`src/rtl/uart_debug_ctrl.sv`:
```
// Host command sequencer between the UART word interfaces and the MIPS pipeline: program load, run, step, dump.
// Optional byte/word watchdog is enabled with the DBG_TIMEOUT_EN macro.
module uart_debug_ctrl #(
  parameter int unsigned ADDR_W         = 10,
  parameter int unsigned DUMP_WORDS     = 40,
  parameter int unsigned TIMEOUT_CYCLES = 1000000
) (
  input  logic              clk,
  input  logic              reset,
  input  logic              rx_done,
  input  logic [7:0]        rx_data,
  input  logic              mips_halt,
  input  logic [31:0]       dbg_data,
  input  logic              tx_word_done,
  output logic              mips_enable,
  output logic              prog_we,
  output logic [ADDR_W-1:0] prog_addr,
  output logic [31:0]       prog_data,
  output logic [7:0]        dbg_sel,
  output logic [31:0]       tx_word,
  output logic              tx_start,
  output logic [31:0]       cycle_count,
  output logic              busy,
  output logic              err
);

  localparam logic [7:0] CMD_LOAD = 8'h4C;
  localparam logic [7:0] CMD_RUN  = 8'h52;
  localparam logic [7:0] CMD_STEP = 8'h53;
  localparam logic [7:0] CMD_DUMP = 8'h44;
  localparam logic [7:0] LAST_IDX = 8'(DUMP_WORDS - 1);

  typedef enum logic [2:0] {
    IDLE, LOAD_CNT, LOAD_DATA, RUN, STEP, DUMP_SEL, DUMP_SEND, DUMP_WAIT
  } state_t;

  state_t      state;
  logic [1:0]  byte_cnt;
  logic [31:0] shift_q;
  logic [31:0] words_left;
  logic [31:0] next_word;

  assign next_word   = {shift_q[23:0], rx_data};
  assign busy        = (state != IDLE);
  // Halt gates the enable in the same cycle it is seen
  assign mips_enable = (state == STEP) || ((state == RUN) && !mips_halt);

`ifdef DBG_TIMEOUT_EN
  localparam logic [31:0] TMO_LAST = 32'(TIMEOUT_CYCLES - 1);
  logic [31:0] tmo_cnt;
  logic        err_q;
  logic        tmo_watch;
  logic        tmo_restart;
  logic        cmd_valid;

  assign tmo_watch   = (state == LOAD_CNT) || (state == LOAD_DATA) || (state == DUMP_WAIT);
  assign tmo_restart = (state == DUMP_WAIT) ? tx_word_done : rx_done;
  assign cmd_valid   = (rx_data == CMD_LOAD) || (rx_data == CMD_RUN) ||
                       (rx_data == CMD_STEP) || (rx_data == CMD_DUMP);
  assign err         = err_q;
`else
  assign err = 1'b0;
`endif

  always_ff @(posedge clk) begin
    if (!reset) begin
      state       <= IDLE;
      byte_cnt    <= 2'd0;
      shift_q     <= 32'd0;
      words_left  <= 32'd0;
      prog_we     <= 1'b0;
      prog_addr   <= '0;
      prog_data   <= 32'd0;
      dbg_sel     <= 8'd0;
      tx_word     <= 32'd0;
      tx_start    <= 1'b0;
      cycle_count <= 32'd0;
`ifdef DBG_TIMEOUT_EN
      tmo_cnt     <= 32'd0;
      err_q       <= 1'b0;
`endif
    end else begin
      prog_we  <= 1'b0;
      tx_start <= 1'b0;
      // Address advances on the cycle after each write pulse
      if (prog_we) prog_addr <= prog_addr + ADDR_W'(1);

      case (state)
        IDLE: begin
          if (rx_done) begin
            case (rx_data)
              CMD_LOAD: begin state <= LOAD_CNT; byte_cnt <= 2'd0; end
              CMD_RUN:  begin state <= RUN;  cycle_count <= 32'd0; end
              CMD_STEP: begin state <= STEP; cycle_count <= 32'd0; end
              CMD_DUMP: begin state <= DUMP_SEL; dbg_sel <= 8'd0; end
              default:  ;
            endcase
          end
        end
        LOAD_CNT: begin
          if (rx_done) begin
            shift_q  <= next_word;
            byte_cnt <= byte_cnt + 2'd1;
            if (byte_cnt == 2'd3) begin
              words_left <= next_word;
              prog_addr  <= '0;
              state      <= (next_word == 32'd0) ? IDLE : LOAD_DATA;
            end
          end
        end
        LOAD_DATA: begin
          if (rx_done) begin
            shift_q  <= next_word;
            byte_cnt <= byte_cnt + 2'd1;
            if (byte_cnt == 2'd3) begin
              prog_data  <= next_word;
              prog_we    <= 1'b1;
              words_left <= words_left - 32'd1;
              if (words_left == 32'd1) state <= IDLE;
            end
          end
        end
        RUN: begin
          if (mips_halt) begin
            state   <= DUMP_SEL;
            dbg_sel <= 8'd0;
          end else if (cycle_count != 32'hFFFF_FFFF) begin
            cycle_count <= cycle_count + 32'd1;
          end
        end
        STEP: begin
          cycle_count <= 32'd1;
          dbg_sel     <= 8'd0;
          state       <= DUMP_SEL;
        end
        DUMP_SEL: state <= DUMP_SEND;
        DUMP_SEND: begin
          tx_word  <= (dbg_sel == 8'd0) ? cycle_count : dbg_data;
          tx_start <= 1'b1;
          state    <= DUMP_WAIT;
        end
        DUMP_WAIT: begin
          if (tx_word_done) begin
            dbg_sel <= dbg_sel + 8'd1;
            state   <= (dbg_sel == LAST_IDX) ? IDLE : DUMP_SEL;
          end
        end
        default: state <= IDLE;
      endcase

`ifdef DBG_TIMEOUT_EN
      // Watchdog: abandon the transfer when the host or transmitter stalls
      if (!tmo_watch || tmo_restart) begin
        tmo_cnt <= 32'd0;
      end else if (tmo_cnt == TMO_LAST) begin
        tmo_cnt <= 32'd0;
        err_q   <= 1'b1;
        state   <= IDLE;
      end else begin
        tmo_cnt <= tmo_cnt + 32'd1;
      end
      if ((state == IDLE) && rx_done && cmd_valid) err_q <= 1'b0;
`endif
    end
  end

endmodule

```
`config.mk`:
```
export PLATFORM = sky130hd
export DESIGN_NAME = uart_debug_ctrl
export DESIGN_NICKNAME = d
export VERILOG_FILES = /design/src/rtl/uart_debug_ctrl.sv
export SDC_FILE = /design/constraint.sdc
export NUM_CORES = 1
export LEC_CHECK = 0
export BUFFER_PORTS_ARGS = -buffer_cell sky130_fd_sc_hd__clkbuf_2
export CAP_MARGIN = 15
export CORE_ASPECT_RATIO = 2
export CORE_MARGIN = 3
export CORE_UTILIZATION = 35
export DETAILED_ROUTE_END_ITERATION = 7
export GPL_TIMING_DRIVEN = 1
export SLEW_MARGIN = 20
export SYNTH_ARGS = -nofsm -noshare
export SYNTH_HDL_FRONTEND = slang
export SYNTH_SLANG_ARGS = --single-unit
```
`constraint.sdc`:
```
create_clock -name clk -period 2.43 [get_ports clk]
set_input_delay 0.3645 -clock clk [delete_from_list [all_inputs] [get_ports clk]]
set_output_delay 0.3645 -clock clk [all_outputs]
set_load 0.01 [all_outputs]
```
After elaboration in Yosys (flattened, before gate mapping):

Cells that the tools add are included.
Widths: inputs -> output; s select.

* input port bits: 45
* flip-flop bits (word level): 177
* word-level logic and storage cells: 105

* reductions and logical operators: 21
* mux-type cells: 38
* eq/ne operators: 30
* add/subtract/negate cells: 5

Operators with widths (number)
* $mux 32: 9
* $pmux 32 s3: 1
* $pmux 32 s2: 1
* $mux 10: 4
* $add 32x1->32 const B: 1
* $eq 32x1->1 const B: 1
* $eq 8x7->1 const B: 4
* $logic_not 32->1: 1
* $mux 8: 4
* $ne 32x32->1 const B: 1
* $pmux 8 s4: 1
* $sub 32x1->32 const B: 1
* $mux 3: 9
* $pmux 3 s8: 1
* $ne 2x2->1 const B: 10
* $reduce_and 5->1: 3
* $eq 3x3->1 const B: 4
* $pmux 3 s4: 1
* $add 10x1->10 const B: 1
* $reduce_and 9->1: 1
* $add 8x1->8 const B: 1
* $eq 8x6->1 const B: 1
* $logic_not 8->1: 1
* $mux 2: 4
* other kinds (19): 28

Longest topological paths before layout:

* word-level depth: 5
* mapped depth: 9
* depth with buffers taken out: 8

Worst setup path after synthesis:

No wires, ideal clock.

* kind: register to register
* from: reg words_left[0]
* to: reg words_left[22]
* buffers on the path: 1
* data required time: 2.300 ns
* stages on the path, launching flop included: 10
* data arrival time: 2.002 ns
* slack: 0.299 ns
* period minus slack after synthesis: 2.131 ns
* cell sequence: dfxtp_1 inv_1 ha_1 nor3b_1 and3_1 clkbuf_1 nand2_1 or4_1 mux2i_1 o22ai_1

* word-level cells in the longest chain between the ends: 4

Ends and longest elaborated chain
* start: declaration: RTL line 40 `logic [31:0] words_left;`
* start signal: assignment: RTL line 105 `words_left <= next_word;`
* start signal: assignment: RTL line 118 `words_left <= words_left - 32'd1;`
* $sub 32x1->32: RTL line 118
* $mux 32: RTL line 115 `if (byte_cnt == 2'd3) begin`
* $mux 32: RTL line 112 `if (rx_done) begin`
* $pmux 32 s2: RTL line 88 `case (state)`

Every way passes these cells. The select of a mux whose other input is x is not followed.
A chain may end at the register's enable or synchronous reset.

Worst setup path after layout:

* from: reg state[2]
* to: reg cycle_count[29]

* word-level cells in the longest chain between the ends: 3
* elaborated cells on any way between the ends: 10

Ends and longest elaborated chain
* start: declaration: RTL line 37 `state_t state;`
* start signal: assignment: RTL line 107 `state <= (next_word == 32'd0) ? IDLE : LOAD_DATA;`
* start signal: assignment: RTL line 145 `state <= (dbg_sel == LAST_IDX) ? IDLE : DUMP_SEL;`
* $eq 3x2->1, or another cell as far along: RTL line 88
* $ne 2x1->1 (no line), or another cell as far along
* $reduce_and 5->1 (no line)
* end signal: assignment: RTL line 128 `cycle_count <= cycle_count + 32'd1;`
* end: declaration: RTL line 22 `output logic [31:0] cycle_count,`

Several ways; a longest one is shown, not always the timed one.

==> flow_metrics.py <==
metrics = {
    "hold_path": {
        "hold_class": "input port to register",
    },
    "yosys": {
        "ys_seq_elements": 177,
        "syn_inst": 1034,
        "ys_top_cells_by_count": "dfxtp_1, nand2_1, nor2_1",
        "synth_fp_nets": 1086,
        "synth_flop_cell": "dfxtp_1",
        "avgSynthCellArea_um2": 7.980,
        "yosysTopAreaCell": "dfxtp_1",
        "synth_seq_area_share": 0.4294,
        "synth_top_cells_by_area": "dfxtp_1, nand2_1, a21oi_1, nor2_1, mux2i_1",
        "yosysTopAreaCellShare": 0.4294,
        "synthMostInstantiatedCell": "dfxtp_1",
        "yosys_warnings": 0,
        "async_flop_share": 0,
        "synth_edf_count": 0,
        "ys_types": 65,
        "syn-cell-area_um2": 8252,
    },
    "job": {
        "cap_viol_max_count": 0,
    },
    "die": {
        "ios": 164,
        "start_util": 0.3598,
        "coreArea_um2": 22930,
        "rows": 78,
        "die-area_um2": 25570,
        "die_h_um": 223.1,
        "die_w_um": 114.6,
    },
    "drt": {
        "drc": 0,
        "firstDrtPassIters": 5,
        "drt_iter0_drc": 369,
        "drt_wl_total_um": 26800,
        "via_per_inst": 5.437,
        "ant_nets": 0,
        "num_vias": 8231,
        "detail_route.wl_per_cell_um": 17.70,
    },
    "layout": {
        "final_cell_area_um2": 10390,
        "antenna_cells": 0,
        "fillCellCount": 2375,
        "drive_above_1_share": 0.2366,
        "areaGrowthSynthToFinish_pct": 25.90,
        "final_core_util": 0.4530,
        "nets": 1273,
    },
    "setup_path": {
        "cp-start-kind": "register",
        "worst-r2r-setup-slack_ps": 190,
        "r2r_cells": 6,
        "critPathCaptureType": "register",
        "critical_path_arrival_ps": 2620,
        "cp_max_fo": 11,
        "r2r-start": "state[2]$_SDFFE_PN0P_",
        "crit_top_cell": "a21oi_1",
        "crit_cells": 6,
        "crit_start": "state[2]$_SDFFE_PN0P_",
        "critPathBufInv": 0,
        "critical-path-top-delay-family": "simple AND/OR/NAND/NOR gates",
        "path_cells": "nor4bb_2 > a21oi_1 > nor3_1 > nand4_1 > or3_1 > a21oi_1",
        "path_class": "register to register",
        "required_ps": 2820,
        "critPathMaxStageDelay_ps": 420,
        "slowest_stage": "dfxtp_1",
        "rr_endpoint": "cycle_count[29]$_SDFFE_PN0P_",
        "endpoint": "cycle_count[29]$_SDFFE_PN0P_",
    },
    "clock_network": {
        "cts_tree": "built",
        "numCtsBuffers": 17,
        "clk_latency_ps": 460,
        "cts_max_level": 4,
        "cts_num_sinks": 177,
        "postCtsSetupRepairBufs": 0,
        "clk_path_buf_depth": 2,
        "clkSlewWorstSetupHoldPaths_ps": 70,
        "clock-root-buffer": "clkbuf_16",
    },
    "sta": {
        "rsz0062_at_grt": "false",
        "finalHoldViolations": 0,
        "fin_crit_sh": 0.9202,
        "setup_slack_ps": 193.9,
        "drv_slew": 0,
        "worst_pin_slew_ps": 671.9,
        "tns_ps": 0,
        "maxClockFrequency_ghz": 0.4472,
        "setup_viol": 0,
        "worst_clock_skew_ps": 11.64,
        "max_slew_margin": 0.5480,
        "min_period_ps": 2236,
    },
    "grt": {
        "grt-ovfl-total": 0,
        "grt_max_degree": 96,
        "top_usage_layer": "met2",
        "met1_usage": 0.2081,
        "first_global_vias": 8008,
        "met2_usage": 0.3973,
        "grt_usage": 0.2125,
        "grt_use_met3": 0.04425,
        "antenna_found_initial": 0,
        "grt_pass1_wl_um": 42540,
    },
    "place": {
        "hpwlAfterDp_um": 19920,
        "gp_congestion": 0.9423,
        "dp_slack_ps": -46.14,
        "io_buffers": 162,
        "placed_area_um2": 9781,
    },
    "pwr": {
        "cellLeakagePower_nw": 4.044,
        "p_total_mw": 7.361,
        "power_density_nw_per_um2": 708.5,
        "vdd_drop_max_mv": 0.4983,
    },
    "outcome": {
        "status": "finished, final reports clean",
    },
}
==> per-stage QoR <==
step / hold slack [ps] / cells
2_1_floorplan: 443.6 / 1034
3_3_place_gp: 444.5 / 1482
3_5_place_dp: 446.3 / 1482
4_1_cts: 189.5 / 1514
5_1_grt: 225.0 / 1514
6_report: 213.4 / 1514
==> report_power, final <==
group	switching, mW	total [mW]	internal (mW)
Sequential	0.107	3.09	2.99
Clock	1.33	2.79	1.46
Combinational	0.926	1.47	0.546
Total	2.36	7.36	5.00
==> worst min path at each step <==
stage / from / endpoint / depth (start not counted)
floorplan: byte_cnt[0]$_SDFFE_PN0P_ / byte_cnt[0]$_SDFFE_PN0P_ / 1
global placement: prog_data[31]$_SDFFE_PN0P_ / prog_data[31]$_SDFFE_PN0P_ / 2
detailed placement: prog_data[23]$_SDFFE_PN0P_ / prog_data[23]$_SDFFE_PN0P_ / 2
CTS: dbg_data[24] / tx_word[24]$_SDFFE_PN0P_ / 3
global route: dbg_data[24] / tx_word[24]$_SDFFE_PN0P_ / 3
finish: dbg_data[24] / tx_word[24]$_SDFFE_PN0P_ / 3
==> what timing repair did <==
action	in CTS	in global routing
hold buffers	0	0
setup endpoints to repair	0	4
resized for setup	0	3
==> cells in the final DEF, fill, tap and decap left out, types with 9 or more instances in the layout <==
cell,count
dfxtp_1,177
nor3_1,13
and3_1,21
clkbuf_16,17
clkbuf_2,162
inv_1,14
nand4_1,24
nor4_1,16
xor2_1,31
nor2_1,136
o22ai_1,9
o21ai_0,40
nand3_1,26
mux2i_1,32
buf_4,67
or3_1,11
nand2_1,165
a211oi_1,38
a21oi_1,107
==> worst reg2reg max path, cell delays in order, from the launching register on <==
cell,delay (ps)
dfxtp_1,420
nor4bb_2,400
a21oi_1,100
nor3_1,370
nand4_1,340
or3_1,400
a21oi_1,140
==> cell families after synthesis <==
group | count (synthesis) | share of synthesized area
AOI/OAI and AO/OA | 236 | 0.1753
adders and majority gates | 7 | 0.01061
other | 1 | 0.0004545
xor gates and xnor gates | 37 | 0.03927
and+or+nand+nor | 461 | 0.2644
buffers and inverters | 81 | 0.03897
muxes | 34 | 0.04155
DFF | 177 | 0.4294
==> per-layer routing <==
layer	up-vias	routed length, um	share of wire
li1	4027	-	-
met4	0	1398	0.052
met1	3920	9241	0.34
met3	73	1169	0.044
met5	-	0	0
met2	211	14990	0.56
==> final cells by class <==
class | count | area [um2] | share of cell area
clock buffer | 17 | 425.4 | 0.04095
clock inverter | 15 | 168.9 | 0.01626
sequential | 177 | 3543 | 0.3411
tap | 280 | 350.3 | 0.03372
multi-input combinational | 776 | 4429 | 0.4264
timing repair buffer | 234 | 1414 | 0.1361
inverter | 15 | 57.56 | 0.005540
==> sequential cells by signal, summed over array words and instances (netlist names), 2 cells and up <==
signal       cells
cycle_count     32
prog_data       32
tx_word         32
words_left      32
shift_q         24
prog_addr       10
dbg_sel          8
state            3
byte_cnt         2
No activity file was read; power rests on OpenSTA's default activity.
